<file path="src/rtl/pipeline_stall_ctrl_if.sv">
`default_nettype none
// ============================================================================
// Module   : pipeline_stall_ctrl_if
// Purpose  : Handshake bundle between pipeline memory channels and the
//            stall controller.
// Revision : 1.0
// ============================================================================
interface pipeline_stall_ctrl_if #(
    parameter int NUM_PORTS = 2
);
    logic [NUM_PORTS-1:0] req;
    logic [NUM_PORTS-1:0] resp;
    logic                 flush;
    logic                 advance;
    logic [NUM_PORTS-1:0] resp_ok;
    logic [NUM_PORTS-1:0] wait_vec;
    logic [1:0]           state;
    logic                 err;

    modport master (
        output req, resp, flush,
        input  advance, resp_ok, wait_vec, state, err
    );

    modport slave (
        input  req, resp, flush,
        output advance, resp_ok, wait_vec, state, err
    );
endinterface
`default_nettype wire

</file>
<file path="src/rtl/pipeline_stall_ctrl.sv">
`default_nettype none
// ============================================================================
// Module   : pipeline_stall_ctrl
// Purpose  : Per-port outstanding/stale request tracking and pipeline
//            advance/stall sequencing.
// Revision : 1.0
// ============================================================================
module pipeline_stall_ctrl #(
    parameter int NUM_PORTS = 2,
    parameter int CNT_W     = 2
) (
    input  wire logic             clk,
    input  wire logic             rst,
    pipeline_stall_ctrl_if.slave  sif
);

    localparam int c_MAXO = (1 << CNT_W) - 1;
    localparam int c_SMAX = 2 * c_MAXO;
    localparam int c_SW   = CNT_W + 1;

    typedef enum logic [1:0] {
        S_IDLE   = 2'b00,
        S_MOVING = 2'b01,
        S_WAIT   = 2'b10,
        S_DRAIN  = 2'b11
    } state_t;

    state_t              r_state;
    logic                r_err;
    logic [CNT_W-1:0]    r_pend  [NUM_PORTS];
    logic [c_SW-1:0]     r_stale [NUM_PORTS];

    logic [CNT_W-1:0]     w_pend_nxt  [NUM_PORTS];
    logic [c_SW-1:0]      w_stale_nxt [NUM_PORTS];
    logic [NUM_PORTS-1:0] w_resp_ok;
    logic [NUM_PORTS-1:0] w_port_clear;
    logic [NUM_PORTS-1:0] w_wait;
    logic                 w_any_pend;
    logic                 w_any_stale;
    logic                 w_err_set;
    logic                 w_advance;

    always_comb begin
        int v_pend;
        int v_tot;
        v_pend      = 0;
        v_tot       = 0;
        w_err_set   = 1'b0;
        w_any_pend  = 1'b0;
        w_any_stale = 1'b0;
        for (int i = 0; i < NUM_PORTS; i++) begin
            w_resp_ok[i]    = sif.resp[i] && (r_stale[i] == '0);
            w_wait[i]       = (r_pend[i] != '0);
            w_port_clear[i] = (r_pend[i] == '0) ||
                              ((r_pend[i] == CNT_W'(1)) && w_resp_ok[i]);
            w_pend_nxt[i]   = r_pend[i];
            w_stale_nxt[i]  = r_stale[i];
            if (sif.flush) begin
                // Everything live becomes stale; a same-cycle response retires one of them.
                v_tot = int'(r_stale[i]) + int'(r_pend[i]);
                if (sif.resp[i]) begin
                    if (v_tot == 0) begin
                        w_err_set = 1'b1;
                    end else begin
                        v_tot = v_tot - 1;
                    end
                end
                if (v_tot > c_SMAX) begin
                    v_tot     = c_SMAX;
                    w_err_set = 1'b1;
                end
                w_stale_nxt[i] = c_SW'(v_tot);
                w_pend_nxt[i]  = CNT_W'(sif.req[i]);
            end else begin
                if (sif.resp[i] && !w_resp_ok[i]) begin
                    w_stale_nxt[i] = r_stale[i] - c_SW'(1);
                end
                v_pend = int'(r_pend[i]) + int'(sif.req[i]);
                if (w_resp_ok[i]) begin
                    if (r_pend[i] == '0) begin
                        w_err_set = 1'b1;
                    end
                    if (v_pend > 0) begin
                        v_pend = v_pend - 1;
                    end
                end
                if (v_pend > c_MAXO) begin
                    v_pend    = c_MAXO;
                    w_err_set = 1'b1;
                end
                w_pend_nxt[i] = CNT_W'(v_pend);
            end
            if (w_pend_nxt[i] != '0) begin
                w_any_pend = 1'b1;
            end
            if (w_stale_nxt[i] != '0) begin
                w_any_stale = 1'b1;
            end
        end
    end

    // Stale traffic never holds the pipeline; only live work does.
    assign w_advance = (r_state == S_IDLE) ? 1'b0 :
                       sif.flush           ? 1'b1 : (&w_port_clear);

    always_ff @(posedge clk or posedge rst) begin
        if (rst) begin
            r_state <= S_IDLE;
            r_err   <= 1'b0;
            for (int i = 0; i < NUM_PORTS; i++) begin
                r_pend[i]  <= '0;
                r_stale[i] <= '0;
            end
        end else begin
            r_err <= r_err | w_err_set;
            for (int i = 0; i < NUM_PORTS; i++) begin
                r_pend[i]  <= w_pend_nxt[i];
                r_stale[i] <= w_stale_nxt[i];
            end
            if (r_state == S_IDLE) begin
                r_state <= S_MOVING;
            end else if (w_any_pend) begin
                r_state <= S_WAIT;
            end else if (w_any_stale) begin
                r_state <= S_DRAIN;
            end else begin
                r_state <= S_MOVING;
            end
        end
    end

    assign sif.advance  = w_advance;
    assign sif.resp_ok  = w_resp_ok;
    assign sif.wait_vec = w_wait;
    assign sif.state    = r_state;
    assign sif.err      = r_err;

endmodule
`default_nettype wire

</file>
<file path="src/flat_wrapper.sv">
// flat-port wrapper written by rule: the top's interface ports become plain ports
module pipeline_stall_ctrl_flat 
#(
    parameter int NUM_PORTS = 2,
    parameter int CNT_W     = 2
)
  (clk, rst, sif_req, sif_resp, sif_flush, sif_advance, sif_resp_ok, sif_wait_vec, sif_state, sif_err);
  pipeline_stall_ctrl_if #(.NUM_PORTS(NUM_PORTS)) sif_i ();
  input  wire logic clk;
  input  wire logic rst;
  input wire logic [$bits(sif_i.req)-1:0] sif_req;
  input wire logic [$bits(sif_i.resp)-1:0] sif_resp;
  input wire logic [$bits(sif_i.flush)-1:0] sif_flush;
  output wire logic [$bits(sif_i.advance)-1:0] sif_advance;
  output wire logic [$bits(sif_i.resp_ok)-1:0] sif_resp_ok;
  output wire logic [$bits(sif_i.wait_vec)-1:0] sif_wait_vec;
  output wire logic [$bits(sif_i.state)-1:0] sif_state;
  output wire logic [$bits(sif_i.err)-1:0] sif_err;
  assign sif_i.req = sif_req;
  assign sif_i.resp = sif_resp;
  assign sif_i.flush = sif_flush;
  assign sif_advance = sif_i.advance;
  assign sif_resp_ok = sif_i.resp_ok;
  assign sif_wait_vec = sif_i.wait_vec;
  assign sif_state = sif_i.state;
  assign sif_err = sif_i.err;
  pipeline_stall_ctrl #(.NUM_PORTS(NUM_PORTS), .CNT_W(CNT_W)) u_core (.clk(clk), .rst(rst), .sif(sif_i));
endmodule
</file>
<file path="config.mk">
export PLATFORM = sky130hd
export DESIGN_NAME = pipeline_stall_ctrl_flat
export DESIGN_NICKNAME = d
export VERILOG_FILES = /design/src/rtl/pipeline_stall_ctrl_if.sv /design/src/rtl/pipeline_stall_ctrl.sv /design/src/flat_wrapper.sv
export SDC_FILE = /design/constraint.sdc
export NUM_CORES = 1
export LEC_CHECK = 0
export ABC_AREA = 1
export CORE_AREA = 10 10 62 64
export DETAILED_ROUTE_END_ITERATION = 8
export DIE_AREA = 0 0 72 74
export DONT_BUFFER_PORTS = 1
export PLACE_DENSITY = 0.81
export SYNTH_ARGS = -nofsm -noshare
export SYNTH_HDL_FRONTEND = slang
export SYNTH_SLANG_ARGS = --single-unit
</file>
<file path="constraint.sdc">
create_clock -name clk -period 5.3 [get_ports clk]
set_input_delay 1.06 -clock clk [delete_from_list [all_inputs] [get_ports clk]]
set_output_delay 1.06 -clock clk [all_outputs]
set_load 0.05 [all_outputs]
</file>
==> impl_metrics.ini <==
[global_route]
grt_overflow_total = 0
grt_max_degree = 16
antenna_found_initial = 0
grt.total_usage = 0.1262
grt_pass1_vias = 1364
grt_pass1_wl_mm = 5.733

[floorplanning]
die_h_um = 74
rows = 19
die_w_um = 72
die_area_sq_um = 5328
io_pins = 15
fp.coreArea_sq_um = 2663
start_util = 0.6508

[yosys]
syn-instance-count = 237
synth_cell_types = 29
synthMuxAreaShare = 0
synth_top_family_by_area = simple AND/OR/NAND/NOR gates
synth-simple-area-share = 0.3581
synth_compound_area_frac = 0.1126
yosysWarningCount = 0
synth_xor_area_frac = 0.01011
syn_nets = 273
ys_seq_area_frac = 0.1877
syn_area_sq_um = 1733
synth-adder-area-share = 0.2181
ys_ff_latch = 13
synth.avg_cell_area_sq_um = 7.312

[clocking]
clkSinkCount = 13
cts_resized = 0
cts.root.buffer_cell = clkbuf_4
clk_latency_ns = 0.27
clockBufferDepth = 2
postCtsSetupRepairBufs = 0
cts_hold_buf = 0
htree_levels = 1
clk_pin_slew_worst_paths_ns = 0.07
cts_tree = yes
cts-buffers-inserted = 3

[detailed_routing]
drc_errors = 0
via_per_inst = 5.366
final_antenna_net_count = 0
drt_first_pass_iters = 4
wl_mm = 3.281
vias = 1438
wire_per_inst_um = 12.24
drt_iter0_drc = 94

[placed_design]
post-place-cells = 264
dpl_cell_area_sq_um = 1740
dp_worst_setup_slack_ns = 1.860
place.gp.congestion = 0.8737
hpwl_mm = 2.795
io_buffers = 0

[timing]
setup_viol = 0
slew_headroom = 0.2971
fin_worst_skew_ns = 0.002430
max_clock_freq_mhz = 292.1
min_period_over_period = 0.6460
worst_slack_ns = 1.876
worstMarginPinSlew_ns = 1.058
fin_tns_setup_ns = 0
min_period_ns = 3.424
report.final.slew_viol_count = 0
hold_viol = 0
rsz0062_at_grt = no

[critical_path]
arrival_ns = 2.36
end_kind = output pin
crit_fanout = 10
startpoint_type = input port
reg2reg_slack_ns = 2.62
required_ns = 4.24
criticalPathCategory = input port to output pin

[pwr]
p_total_mw = 1.125
peakVddDrop_mv = 0.4148
power_leakage_nw = 0.9102
powerDensity_nw_per_um2 = 637.0

[layout]
antenna_cells = 0
drive_gt1_frac = 0.1899
final_cell_mix = nand2_1 (51), inv_1 (38), ha_1 (27)
mostFrequentLayoutCell = nand2_1
nets = 274
final_cells = 268
syn_to_final_growth_pct = 1.949
stdcell_area_sq_um = 1767

[hold_path]
hold_path_class = register to register

[flow_run]
max_cap_violations = 0

[outcome]
status = completed
cells in the mapped netlist:
| master | count | area, sq um |
|---|---|---|
| nand2_1 | 51 | 191.4 |
| inv_1 | 38 | 142.6 |
| ha_1 | 27 | 337.8 |
| nor2_1 | 18 | 67.56 |
| dfrtp_1 | 13 | 325.3 |
| nand2_2 | 12 | 75.07 |
| nand3_1 | 11 | 55.05 |
| a21oi_1 | 10 | 50.05 |
| o21ai_0 | 8 | 40.04 |
| a21oi_2 | 6 | 52.55 |
| inv_2 | 6 | 22.52 |
| nand2_4 | 5 | 56.30 |
| nand3_4 | 4 | 70.07 |
| nand4_1 | 3 | 18.77 |
| buf_6 | 2 | 22.52 |
| fa_1 | 2 | 40.04 |
| nand3b_1 | 2 | 15.01 |
| nor2_4 | 2 | 22.52 |
| nor3_1 | 2 | 10.01 |
| nor3_2 | 2 | 20.02 |
| o211ai_1 | 2 | 15.01 |
| o211ai_2 | 2 | 25.02 |
| or2_2 | 2 | 12.51 |
| xor2_1 | 2 | 17.52 |
| a211oi_1 | 1 | 7.510 |
| buf_2 | 1 | 5.000 |
| clkbuf_1 | 1 | 3.750 |
| nor2_2 | 1 | 6.260 |
| o21ai_1 | 1 | 5.000 |
cells by family (layout without fill, tap and decap cells):
family          Yosys count  after routing
buf+inv                  48             48
simple gates            115            115
compound gates           30             30
fa+ha+maj                29             29
flops                    13             13
xor+xnor                  2              2
worst paths after layout:
check                                      end         startpoint  cells after the start
setup / recovery                   sif_advance        sif_resp[1]                      4
hold / removal               u_core.r_stale[0]  u_core.r_stale[0]                      3
setup reg to reg           u_core.sif.state[1]   u_core.r_pend[2]                     15
hold reg to reg              u_core.r_stale[0]  u_core.r_stale[0]                      3
max in group asynchronous     u_core.r_pend[0]                rst                      1
min in group asynchronous       u_core.sif.err                rst                      1
per-layer routing:
metal | GRT usage | up-vias | routed length [um] | part of all wire
met5 | 0 | - | 0 | 0
met4 | 0.02366 | 0 | 24 | 0.0073
met3 | 0.03457 | 5 | 201 | 0.061
met2 | 0.2294 | 34 | 1624 | 0.49
met1 | 0.1451 | 652 | 1431 | 0.44
li1 | - | 747 | - | -
registers in the layout, summed over array words and instances, names as in the netlist:
register,count
u_core.sif.err,1
u_core.r_pend,4
u_core.r_stale,6
u_core.sif.state,2
through the flow:
step	hold slack [ns]	util
5_1_grt	0.6787	0.6635
3_3_place_gp	0.6239	0.6537
3_5_place_dp	0.6265	0.6537
4_1_cts	0.6336	0.6635
6_report	0.6410	0.6635
2_1_floorplan	0.5807	-
worst max-delay path, cell delays in order:
cell and delay (ns):
nand3_4 0.09, inv_2 0.26, o211ai_1 0.13, a21oi_1 0.82
cell type report:
cell class	instances	area, sq um
Clock buffer	4	26.28
Fill cell	231	895.9
Inverter	44	165.2
Sequential cell	13	325.3
Tap cell	31	38.79
Multi-Input combinational cell	176	1211
power by group:
part | total, mW | leakage (nW) | internal (mW) | switching, mW
clock | 0.0592 | 0.0150 | 0.0291 | 0.0300
combinational | 0.871 | 0.746 | 0.311 | 0.560
sequential | 0.195 | 0.149 | 0.137 | 0.0587
(Power assumes the default switching activity.)
